===== src/rtl/insulin_pump_controller_pkg.sv =====
// insulin_pump_controller_pkg: shared states, widths and default thresholds for the insulin pump controller
package insulin_pump_controller_pkg;
    localparam int GI_W                = 4;
    localparam int DOSE_W              = 3;
    localparam int DEF_CYCLES_PER_UNIT = 4;
    localparam int DEF_HIGH_THRESH     = 6;
    localparam int DEF_LOW_THRESH      = 2;
    typedef enum logic [1:0] {COLLECT, DECIDE, INJECT} state_e;
endpackage


===== src/rtl/insulin_pump_controller_gi_window_accumulator.sv =====
// gi_window_accumulator: sums a window of four glycemic index samples and exposes their truncated average
module gi_window_accumulator
    import insulin_pump_controller_pkg::*;
(
    input  logic            clk,
    input  logic            rst_n,
    input  logic            accept,
    input  logic            clear,
    input  logic [GI_W-1:0] sample,
    output logic            window_full,
    output logic [GI_W-1:0] avg
);
    logic [5:0] sum_q, sum_d;
    logic [1:0] count_q, count_d;

    always_comb begin
        sum_d   = clear ? '0 : accept ? sum_q + 6'(sample) : sum_q;
        count_d = clear ? '0 : accept ? count_q + 2'd1 : count_q;
    end

    always_ff @(posedge clk or negedge rst_n) begin
        if (!rst_n) begin
            sum_q   <= '0;
            count_q <= '0;
        end else begin
            sum_q   <= sum_d;
            count_q <= count_d;
        end
    end

    assign window_full = accept && count_q == 2'd3;
    assign avg         = sum_q[5:2];
endmodule


===== src/rtl/insulin_pump_controller.sv =====
// insulin_pump_controller: averages four glycemic index samples, decides a dose or low alarm, and times the pump
module insulin_pump_controller
    import insulin_pump_controller_pkg::*;
#(
    parameter int CYCLES_PER_UNIT = DEF_CYCLES_PER_UNIT,
    parameter int HIGH_THRESH     = DEF_HIGH_THRESH,
    parameter int LOW_THRESH      = DEF_LOW_THRESH
) (
    input  logic              clk,
    input  logic              rst_n,
    input  logic              gi_valid,
    input  logic [GI_W-1:0]   glycemic_index,
    output logic              gi_ready,
    output logic              pump_on,
    output logic [DOSE_W-1:0] dose_units,
    output logic              alarm_low,
    output logic              busy
);
    state_e            state_q, state_d;
    logic [6:0]        timer_q, timer_d;
    logic [DOSE_W-1:0] dose_q, dose_d, dose_calc;
    logic              alarm_q, alarm_d;
    logic              window_full;
    logic [GI_W-1:0]   avg;
    logic [GI_W:0]     over;

    gi_window_accumulator u_acc (
        .clk         (clk),
        .rst_n       (rst_n),
        .accept      (gi_valid && gi_ready),
        .clear       (state_q == DECIDE),
        .sample      (glycemic_index),
        .window_full (window_full),
        .avg         (avg)
    );

    always_comb begin
        over      = {1'b0, avg} - 5'(HIGH_THRESH) + 5'd1;
        dose_calc = avg < 4'(HIGH_THRESH) ? '0 : (over > 5'd7 ? 3'd7 : over[2:0]);
        state_d   = state_q;
        timer_d   = timer_q;
        dose_d    = dose_q;
        alarm_d   = alarm_q;
        if (state_q == COLLECT) begin
            state_d = window_full ? DECIDE : COLLECT;
        end else if (state_q == DECIDE) begin
            dose_d  = dose_calc;
            alarm_d = avg <= 4'(LOW_THRESH);
            state_d = dose_calc != '0 ? INJECT : COLLECT;
            timer_d = 7'(dose_calc) * 7'(CYCLES_PER_UNIT) - 7'd1;
        end else begin
            // the timer holds remaining pump cycles minus one, so the exit edge sees zero
            timer_d = timer_q - 7'd1;
            state_d = timer_q == '0 ? COLLECT : INJECT;
        end
    end

    always_ff @(posedge clk or negedge rst_n) begin
        if (!rst_n) begin
            state_q <= COLLECT;
            timer_q <= '0;
            dose_q  <= '0;
            alarm_q <= 1'b0;
        end else begin
            state_q <= state_d;
            timer_q <= timer_d;
            dose_q  <= dose_d;
            alarm_q <= alarm_d;
        end
    end

    assign gi_ready   = state_q == COLLECT;
    assign pump_on    = state_q == INJECT;
    assign busy       = state_q != COLLECT;
    assign dose_units = dose_q;
    assign alarm_low  = alarm_q;
endmodule

===== config.mk =====
export PLATFORM = sky130hd
export DESIGN_NAME = insulin_pump_controller
export DESIGN_NICKNAME = d
export VERILOG_FILES = /design/src/rtl/insulin_pump_controller_pkg.sv /design/src/rtl/insulin_pump_controller_gi_window_accumulator.sv /design/src/rtl/insulin_pump_controller.sv
export SDC_FILE = /design/constraint.sdc
export NUM_CORES = 1
export LEC_CHECK = 0
export CAP_MARGIN = 30
export CORE_MARGIN = 8
export CORE_UTILIZATION = 55
export CTS_CLUSTER_DIAMETER = 100
export DETAILED_ROUTE_END_ITERATION = 12
export PLACE_DENSITY = 0.81
export RECOVER_POWER = 100
export REMOVE_ABC_BUFFERS = 1
export SETUP_SLACK_MARGIN = 0.2
export SYNTH_ARGS = -nofsm -noshare
export SYNTH_HDL_FRONTEND = slang
export SYNTH_SLANG_ARGS = --single-unit

===== constraint.sdc =====
create_clock -name clk -period 2.75 [get_ports clk]
set_clock_uncertainty 0.2 [all_clocks]
set_input_delay 0.825 -clock clk [delete_from_list [all_inputs] [get_ports clk]]
set_output_delay 0.825 -clock clk [all_outputs]
set_load 0.005 [all_outputs]

[Word level (Yosys, flattened, before mapping)]
Cells that the tools add are included.
W data, S select, Z words.
Cells by class
  reduce and logical (&&, ||, !) cells: 8
  bitwise logic cells: 1
  equal/unequal tests: 3
  add/sub/neg operators: 6
  muxes and demuxes: 12
  magnitude comparators: 3
Operators with widths (count)
  $mux W2: 6
  $mux W6: 2
  $logic_not A7 Y1: 1
  $mux W7: 1
  $sub A7 B1 Y7 const B: 1
  $add A6 B4 Y6: 1
  $mux W3: 2
  $sub A5 B1 Y6 const B: 1
  $add A5 B1 Y5 const B: 1
  $gt A5 B3 Y1 const B: 1
  $sub A4 B3 Y5 const B: 1
  $eq A2 B2 Y1 const B: 2
  $le A4 B2 Y1 const B: 1
  $lt A4 B3 Y1 const B: 1
  $reduce_bool A2 Y1: 2
  $reduce_bool A3 Y1: 1
  $add A2 B1 Y2 const B: 1
  $eq A2 B1 Y1 const B: 1
  $logic_and A1 B1 Y1: 2
  $logic_not A2 Y1: 1
  $reduce_and A2 Y1: 1
  $mux W1: 1
  $not A1 Y1: 1
Word-level totals
  register bits after elaboration: 21
  output and inout port bits: 7
  logic and storage cells: 39

[Longest topological paths before layout]
Gate-level depths: netlist of the first run.
  depth after elaboration: 9
  mapped depth: 11

[By module]
Synthesis of the first run repeated with hierarchy kept, for this count alone.
Second synthesis, totals
  cells, all modules: 137
  area, all modules: 1307.5 µm²
Modules (own cells, without submodules)
  insulin_pump_controller: cells each 87, seq. area each 325.3 µm², area each 792.0 µm², times used 1
  gi_window_accumulator: cells each 50, seq. area each 200.2 µm², area each 515.5 µm², times used 1

[Worst setup path after synthesis of the first run]
No wires, ideal clock.
  path type: input -> register
  from: input glycemic_index[0]
  to: register u_acc.sum_q[4]
  required time: 2485 ps
  slack: 539 ps
  path buffers: 0
  arrival time: 1946 ps
  cell stages on the path: 6
  cells stage by stage: ha_1 fa_1 a211oi_1 o21ai_0 o41a_1 nand2_1
Between the ends
  word-level cells in the longest chain between the ends: 3
RTL lines
  from (decl): RTL line insulin_pump_controller.sv:12  | input logic [GI_W-1:0] glycemic_index,
  $add A6 B4 Y6: RTL line insulin_pump_controller_gi_window_accumulator.sv:17  | sum_d = clear ? '0 : accept ? sum_q + 6'(sample) : sum_q;
  $mux W6 (2 in series): RTL line insulin_pump_controller_gi_window_accumulator.sv:17
  to (signal assigned): RTL line insulin_pump_controller_gi_window_accumulator.sv:26  | sum_q <= sum_d;
  to (decl): RTL line insulin_pump_controller_gi_window_accumulator.sv:13  | logic [5:0] sum_q, sum_d;
Every way passes these cells. The select of a mux whose other input is x is not followed.
A chain may end at the register's enable or synchronous reset.

[Worst setup path in the final report of the first run]
  from: register state_q[1]
  to: output pump_on
Between the ends
  word-level cells in the longest chain between the ends: 1
RTL lines
  from (decl): RTL line insulin_pump_controller.sv:19  | state_e state_q, state_d;
  from (signal assigned): RTL line insulin_pump_controller.sv:65  | state_q <= state_d;
  $eq A2 B2 Y1: RTL line insulin_pump_controller.sv:73  | assign pump_on = state_q == INJECT;
  to (decl): RTL line insulin_pump_controller.sv:14  | output logic pump_on,
Every way passes these cells.

==> metrics.txt, run 1 <==
outcome=finished, final reports clean; overall die width=approximately 65 µm; cell chosen for the clock root=sky130_fd_sc_hd__clkbuf_4; Slew headroom=between 20% and 30%; main combinational cell family by area after synthesis=compound AO/OA/AOI/OAI gates; portion of netlist area occupied by mux cells=about 2.4%; arithmetic-cell share of the synthesized area counting full adders, half adders and majority gates=12.0%; number of search-and-repair iterations in the first detailed-routing pass=4; Sinks on Clock Net=21; Detailed Route Iter0 Violations=45; number of fillers in the final layout=about 190; Max rail drop VDD=between 0.6 and 0.7 mV; RR Startpoint=u_acc.sum_q[3]$_DFFE_PN0P_; library cells used by synthesis=38; slew of the pin with the lowest slew margin=1.16 ns; sum of negative setup slack=0 ns; Peak Freq=around 380 MHz; final count of hold timing violations=0; crit path max fanout=21; Area growth, synth to finish=16.0%; wire length per cell=roughly 15 µm; clock buffers created by TritonCTS=3; type of the worst setup path=reg2out; endpoint type of the worst setup path=output port; area of the mapped netlist=1310 µm²; #FFs+latches synth=21; global router's overall resource usage=~14%; maximum number of pins on one net before global-route repair=22; final number of max-transition violations=0; final worst-path cycle share=between 90% and 100%; deepest clock path buffer count=2; via count of the first global-routing pass=1067; weighted congestion reported at the end of routability-driven placement=approximately 0.86; number of synthesis warnings=0; placeable core region=2230 µm²; row count=17; Final Critical Period=approximately 2.6 ns; arrival time at the worst endpoint=1.60 ns; average cell area after synthesis=just over 9 µm²; effective utilization at floorplan=between 50% and 60%; Power Density=roughly 1200 nW/µm²; total setup violations reported at the end of the flow=0; layout cells sized above 1=around 6.3%; worst-case reg-to-reg path depth=10; Simple-Gate Fraction of Synth Area=between 15 and 20%; share of the yosys chip area belonging to registers=40.0%; initial antenna violation count=0; data required time at the worst endpoint=1.73 ns; routed via count=1115; num ports=14; Worst-path clk slew=between 0.1 and 0.15 ns; number of hold buffers added after cts=0; Detailed Place HPWL=roughly 2100 µm; worst min-delay path category=reg2reg; worst reg-to-reg setup slack=just under 0.4 ns; clk_lat worst skew=between 0.3 and 0.4 ns; sum of routed wire length over all layers=between 2000 and 3000 µm; startpoint class of the critical path=flop; Post-route DRC=0; hold path cells=1; GRT overflow=0; number of maximum-capacitance violations=0; first-pass GRT wire length=between 4000 and 5000 µm; clock tree from TritonCTS=yes; destination of the worst hold path=alarm_low$_DFFE_PN0P_; net count reported at finish=180; setup repair after global routing missed its margin=yes; count of antenna-violating nets left after detailed routing=0; height of the chip=64.9 µm; number of H-tree levels=1; antenna diode instance count=0; capture instance of the worst register-to-register path=timer_q[4]$_DFFE_PN0N_; startpoint of the most critical hold path=alarm_low$_DFFE_PN0P_; Post-Syn Instances=around 150; synthesized-area fraction occupied by ao, oa, aoi and oai cells=22.1%; Port Buf Inserts=13; XOR/XNOR share of the synthesized area=about 2%; DIE AREA=~4200 µm²; overall power=around 1800 µW; average vias per placed instance=roughly 6; Leak=0.000694 µW
-- power by group --
group,total (µW),internal [µW],switching [µW]
sequential,637,457,180
combinational,975,475,501
clock,156,56.6,99.4
total,1770,989,780
-- worst max-delay path: stages, from the launching register on --
cell and delay (ns):
sky130_fd_sc_hd__dfrtp_1 0.42, sky130_fd_sc_hd__buf_8 0.16, sky130_fd_sc_hd__nor2b_1 0.13, sky130_fd_sc_hd__dlygate4sd3_1 0.57
-- metrics by stage --
stage	std cells	hold WS, ns	setup slack [ns]	utilization (%)	cell area (µm²)
finish	188	0.290	0.128	68.2	1520
global route	188	0.304	0.0592	68.2	1520
CTS	188	0.296	0.182	68.0	1520
detailed placement	183	0.268	-0.0570	66.4	1480
global placement	183	0.258	0.0737	66.4	1480
floorplan	138	0.273	0.539	-	1290
-- cells in the final DEF, fill, tap and decap left out, types with 2 or more instances in the layout --
master,instances
sky130_fd_sc_hd__nand2_1,16
sky130_fd_sc_hd__buf_4,2
sky130_fd_sc_hd__o31ai_1,3
sky130_fd_sc_hd__nand3_1,3
sky130_fd_sc_hd__clkdlybuf4s50_1,3
sky130_fd_sc_hd__a22oi_1,4
sky130_fd_sc_hd__a21oi_1,6
sky130_fd_sc_hd__clkbuf_1,3
sky130_fd_sc_hd__o21bai_1,2
sky130_fd_sc_hd__nor3b_1,3
sky130_fd_sc_hd__nand2b_1,3
sky130_fd_sc_hd__dfrtp_1,20
sky130_fd_sc_hd__mux2i_1,2
sky130_fd_sc_hd__inv_1,7
sky130_fd_sc_hd__nor2_1,10
sky130_fd_sc_hd__nor2b_1,3
sky130_fd_sc_hd__dlygate4sd3_1,8
sky130_fd_sc_hd__o21ai_0,17
sky130_fd_sc_hd__clkbuf_4,3
sky130_fd_sc_hd__ha_1,11
sky130_fd_sc_hd__xor2_1,3
sky130_fd_sc_hd__nor3_1,2
-- cell usage after synthesis --
library cell	n	share of area [%]
sky130_fd_sc_hd__nor3b_1	3	1.7
sky130_fd_sc_hd__o31ai_1	3	1.7
sky130_fd_sc_hd__mux2i_1	2	1.5
sky130_fd_sc_hd__nor2_1	10	2.9
sky130_fd_sc_hd__nor4_1	1	0.48
sky130_fd_sc_hd__nor2b_1	3	1.4
sky130_fd_sc_hd__o21bai_1	2	1.1
sky130_fd_sc_hd__o2111ai_1	1	0.67
sky130_fd_sc_hd__or2_0	1	0.48
sky130_fd_sc_hd__nor3_1	2	0.76
sky130_fd_sc_hd__a22o_1	1	0.67
sky130_fd_sc_hd__o41a_1	1	0.86
sky130_fd_sc_hd__nand3_1	3	1.1
sky130_fd_sc_hd__mux2_2	1	0.86
sky130_fd_sc_hd__clkbuf_1	7	2.0
sky130_fd_sc_hd__xor2_1	3	2.0
sky130_fd_sc_hd__a211oi_1	2	1.1
sky130_fd_sc_hd__o41ai_1	1	0.67
sky130_fd_sc_hd__o21ai_0	17	6.5
sky130_fd_sc_hd__a32o_1	1	0.76
sky130_fd_sc_hd__nand3b_1	1	0.57
sky130_fd_sc_hd__a21oi_1	6	2.3
sky130_fd_sc_hd__nand2_1	16	4.6
sky130_fd_sc_hd__or3_1	1	0.48
sky130_fd_sc_hd__dfrtp_1	21	40
sky130_fd_sc_hd__o21a_1	1	0.57
sky130_fd_sc_hd__a21o_1	1	0.57
sky130_fd_sc_hd__a21boi_0	1	0.57
sky130_fd_sc_hd__inv_1	8	2.3
sky130_fd_sc_hd__or4_4	1	0.86
sky130_fd_sc_hd__a22oi_1	4	2.3
sky130_fd_sc_hd__fa_1	1	1.5
sky130_fd_sc_hd__and3_1	1	0.48
sky130_fd_sc_hd__o21ai_1	1	0.38
sky130_fd_sc_hd__a2111oi_0	1	0.67
sky130_fd_sc_hd__o31a_1	1	0.67
sky130_fd_sc_hd__nand2b_1	3	1.4
sky130_fd_sc_hd__ha_1	11	10
-- kinds of logic (layout without fill, tap and decap cells) --
logic type,after synthesis,count (layout)
XOR/XNOR,3,3
multiplexers,3,3
flip-flops,21,21
buffers and inverters,15,30
adder cells (fa/ha/maj),12,12
AND/OR/NAND/NOR,46,46
AO/OA/AOI/OAI,45,45
-- timing repair --
action	CTS	global route
setup endpoints to repair	3	4
resized for setup	3	5
endpoints found under the hold margin	0	0
buffers inserted	1	0
gates cloned	0	0
-- final cells by class --
| cell class | count | area, µm² | share of cell area [%] |
|---|---|---|---|
| multi-input cells | 109 | 737 | 48.4 |
| flip-flops and latches | 21 | 527 | 34.6 |
| repair buffers | 18 | 169 | 11.1 |
| well taps | 28 | 35.0 | 2.30 |
| inverters | 8 | 30.0 | 1.97 |
| clock buffers | 4 | 26.3 | 1.72 |
-- metal layers --
| layer | vias to the layer above | part of all wire (%) | global-route usage [%] | wire length, µm |
|---|---|---|---|---|
| met5 | - | 0 | 0 | 0 |
| met4 | 0 | 0.97 | 4.63 | 28 |
| met3 | 4 | 5.0 | 2.92 | 145 |
| met2 | 31 | 48 | 22.9 | 1390 |
| met1 | 533 | 46 | 18.6 | 1320 |
| li1 | 547 | - | - | - |
-- state kept, by name (all words and copies together) (netlist names) --
signal         cells
alarm_low          1
dose_units         3
state_q            2
timer_q            7
u_acc.count_q      2
u_acc.sum_q        6
-- worst max-delay path by stage --
stage | startpoint | end | slack [ns] | depth (start not counted)
floorplan | glycemic_index[0] | u_acc.sum_q[4]$_DFFE_PN0P_ | 0.54 | 6
global placement | glycemic_index[0] | u_acc.sum_q[4]$_DFFE_PN0P_ | 0.07 | 7
detailed placement | glycemic_index[0] | u_acc.sum_q[4]$_DFFE_PN0P_ | -0.06 | 7
CTS | state_q[1]$_DFF_PN0_ | gi_ready | 0.18 | 3
global route | state_q[1]$_DFF_PN0_ | pump_on | 0.06 | 3
finish | state_q[1]$_DFF_PN0_ | pump_on | 0.13 | 3
Power figures use the tool's default switching activity.
==> inputs of run 2 (changes only) <==
- SETUP_SLACK_MARGIN: 0.2 -> not set
==> run 2 against run 1 <==
Cell area shrank 1.2%. Wire length shrank 1.0%. First-iteration DRC count grew 13%. Via count shrank 0.72%. Sequential share of layout area grew 0.35 points.
==> metrics.txt, run 2 (synthesized netlist as in run 1, its figures left out) <==
wire length per cell=15.3 µm; Peak Freq=between 300 and 400 MHz; core utilization of the finished layout=about two thirds; overall die width=about 65 µm; final worst-path cycle share=94.8%; initial antenna violation count=0; Sw Pwr=about 770 µW; effective utilization at floorplan=roughly three fifths; cell-by-cell trace of the critical path=or2_0 > inv_2 > clkdlybuf4s50_1; arrival time at the worst endpoint=about 1.6 ns; final count of hold timing violations=0; Detailed Route Iter0 Violations=a little over 50; switching part of the total=between 40 and 50%; clock buffers created by TritonCTS=3; deepest clock path buffer count=2; RR Startpoint=u_acc.sum_q[2]$_DFFE_PN0P_; average vias per placed instance=~5.9; worst-case reg-to-reg path depth=10; sequential power share=between 30% and 40%; weighted congestion reported at the end of routability-driven placement=roughly 0.86; logic gate share of total power=between 50% and 60%; cell chosen for the clock root=sky130_fd_sc_hd__clkbuf_4; Post-route DRC=0; buffer count from post-CTS setup fixing=0; setup repair after global routing missed its margin=no; cell internal pwr=between 900 and 1000 µW; worst reg-to-reg setup slack=0.31 ns; count of antenna-violating nets left after detailed routing=0; clk_lat worst skew=between 0.3 and 0.4 ns; Slew headroom=between 10% and 20%; outcome=finished, final reports clean; Port Buf Inserts=13; layout cells sized above 1=under 10%; height of the chip=between 60 and 70 µm; startpoint class of the critical path=flop; Worst-path clk slew=~0.13 ns; number of fillers in the final layout=roughly 190; worst min-delay path category=reg2reg; routed via count=between 1000 and 1500; sum of routed wire length over all layers=between 2000 and 3000 µm; slew of the pin with the lowest slew margin=around 1.2 ns; clock tree from TritonCTS=yes; Power Density=about 1200 nW/µm²; DIE AREA=between 4000 and 5000 µm²; total setup violations reported at the end of the flow=0; worst hold slack across all endpoints=~0.29 ns; placement-stage worst setup slack=-0.0570 ns; via count of the first global-routing pass=~1100; number of H-tree levels=1; capture instance of the worst register-to-register path=timer_q[4]$_DFFE_PN0N_; crit-path leading delay family=buffers and inverters; critical path's largest stage delay=approximately 0.51 ns; placeable core region=approximately 2200 µm²; number of hold buffers added after cts=0; number of search-and-repair iterations in the first detailed-routing pass=4; num ports=14; endpoint type of the worst setup path=output port; startpoint of the most critical hold path=alarm_low$_DFFE_PN0P_; global router's overall resource usage=14.0%; Detailed Place HPWL=just over 2000 µm; type of the worst setup path=reg2out; antenna diode instance count=0; worst path bufs/invs=2; slowest cell on the critical path=sky130_fd_sc_hd__clkdlybuf4s50_1; final std cell area, no fill=between 1500 and 2000 µm²; Sinks on Clock Net=21; number of maximum-capacitance violations=0; first-pass GRT wire length=between 4000 and 5000 µm; most flop-heavy register=timer_q; max reg flops=7; Resized Gates After CTS=0; data required time at the worst endpoint=1.73 ns; destination of the worst hold path=alarm_low$_DFFE_PN0P_; final number of max-transition violations=0; Area growth, synth to finish=14.6%; dpl cell area=approximately 1500 µm²; top library cells by usage in the layout, fill and taps aside=21 x sky130_fd_sc_hd__dfrtp_1, 17 x sky130_fd_sc_hd__o21ai_0, 16 x sky130_fd_sc_hd__nand2_1; net count reported at finish=about 180; most frequent standard cell in the layout excluding fill and tap cells=sky130_fd_sc_hd__dfrtp_1; GRT overflow=0; maximum number of pins on one net before global-route repair=22; power share of the clock group=8.8%; crit path max fanout=5; row count=17; Max rail drop VDD=0.695 mV; min setup slack post-route=between 0.1 and 0.15 ns; Leak=0.000682 µW; hold path cells=1; Final Critical Period=roughly 2.6 ns
-- run 2: changes by cell type in the layout (fill, tap and decap cells not counted), sizes merged --
cell	before	now
dlygate4sd2	1	0
dlygate4sd3	8	7
dlymetal6s2s	1	0
clkbuf	6	5
clkinv	1	0
clkdlybuf4s50	3	6
inv	7	8
-- run 2: through the flow --
step / power (µW) / std cells / TNS (ns)
floorplan: 1240 / 138 / 0
global placement: 1540 / 183 / 0
detailed placement: 1600 / 183 / -0.0570
CTS: 1760 / 187 / 0
global route: 1920 / 187 / 0
finish: 1750 / 187 / 0
-- run 2: final cells by class --
class | instances | area [µm²] | share of cell area, %
sequential | 21 | 526 | 34.9
timing repair buffer | 17 | 156 | 10.4
inverter | 8 | 30.0 | 2.00
tap | 28 | 35.0 | 2.33
multi-input combinational | 109 | 732 | 48.6
clock buffer | 4 | 26.3 | 1.75
-- run 2: how the worst max path moves through the flow --
stage                               from                         end  slack, ns  depth (start not counted)
CTS                 state_q[0]$_DFF_PN0_                    gi_ready       0.08                          3
detailed placement     glycemic_index[0]  u_acc.sum_q[4]$_DFFE_PN0P_      -0.06                          7
finish              state_q[0]$_DFF_PN0_                    gi_ready       0.14                          3
floorplan              glycemic_index[0]  u_acc.sum_q[4]$_DFFE_PN0P_       0.54                          6
global placement       glycemic_index[0]  u_acc.sum_q[4]$_DFFE_PN0P_       0.07                          7
global route        state_q[0]$_DFF_PN0_                    gi_ready       0.06                          3
-- run 2: metal layers --
layer  routed length (µm)  track usage [%]  vias to the layer above  share of wire (%)
met2                 1370             22.6                       14                 48
li1                     -                -                      543                  -
met5                    0                0                        -                  0
met1                 1340             18.1                      546                 47
met4                   28             4.90                        0               0.98
met3                  111             2.92                        4                3.9
-- run 2: power groups by stage --
stage               registers (µW)  clock network [µW]  logic (µW)
floorplan                      628                   0         615
global placement               626                   0         919
detailed placement             639                   0         965
CTS                            632                 155         975
global route                   660                 165        1100
finish                         635                 154         963
==> inputs of run 3 (changes only) <==
- HOLD_SLACK_MARGIN: not set -> 0.1
==> results of run 3 <==
The final DEF is identical to that of run 2; final timing and power are the same.
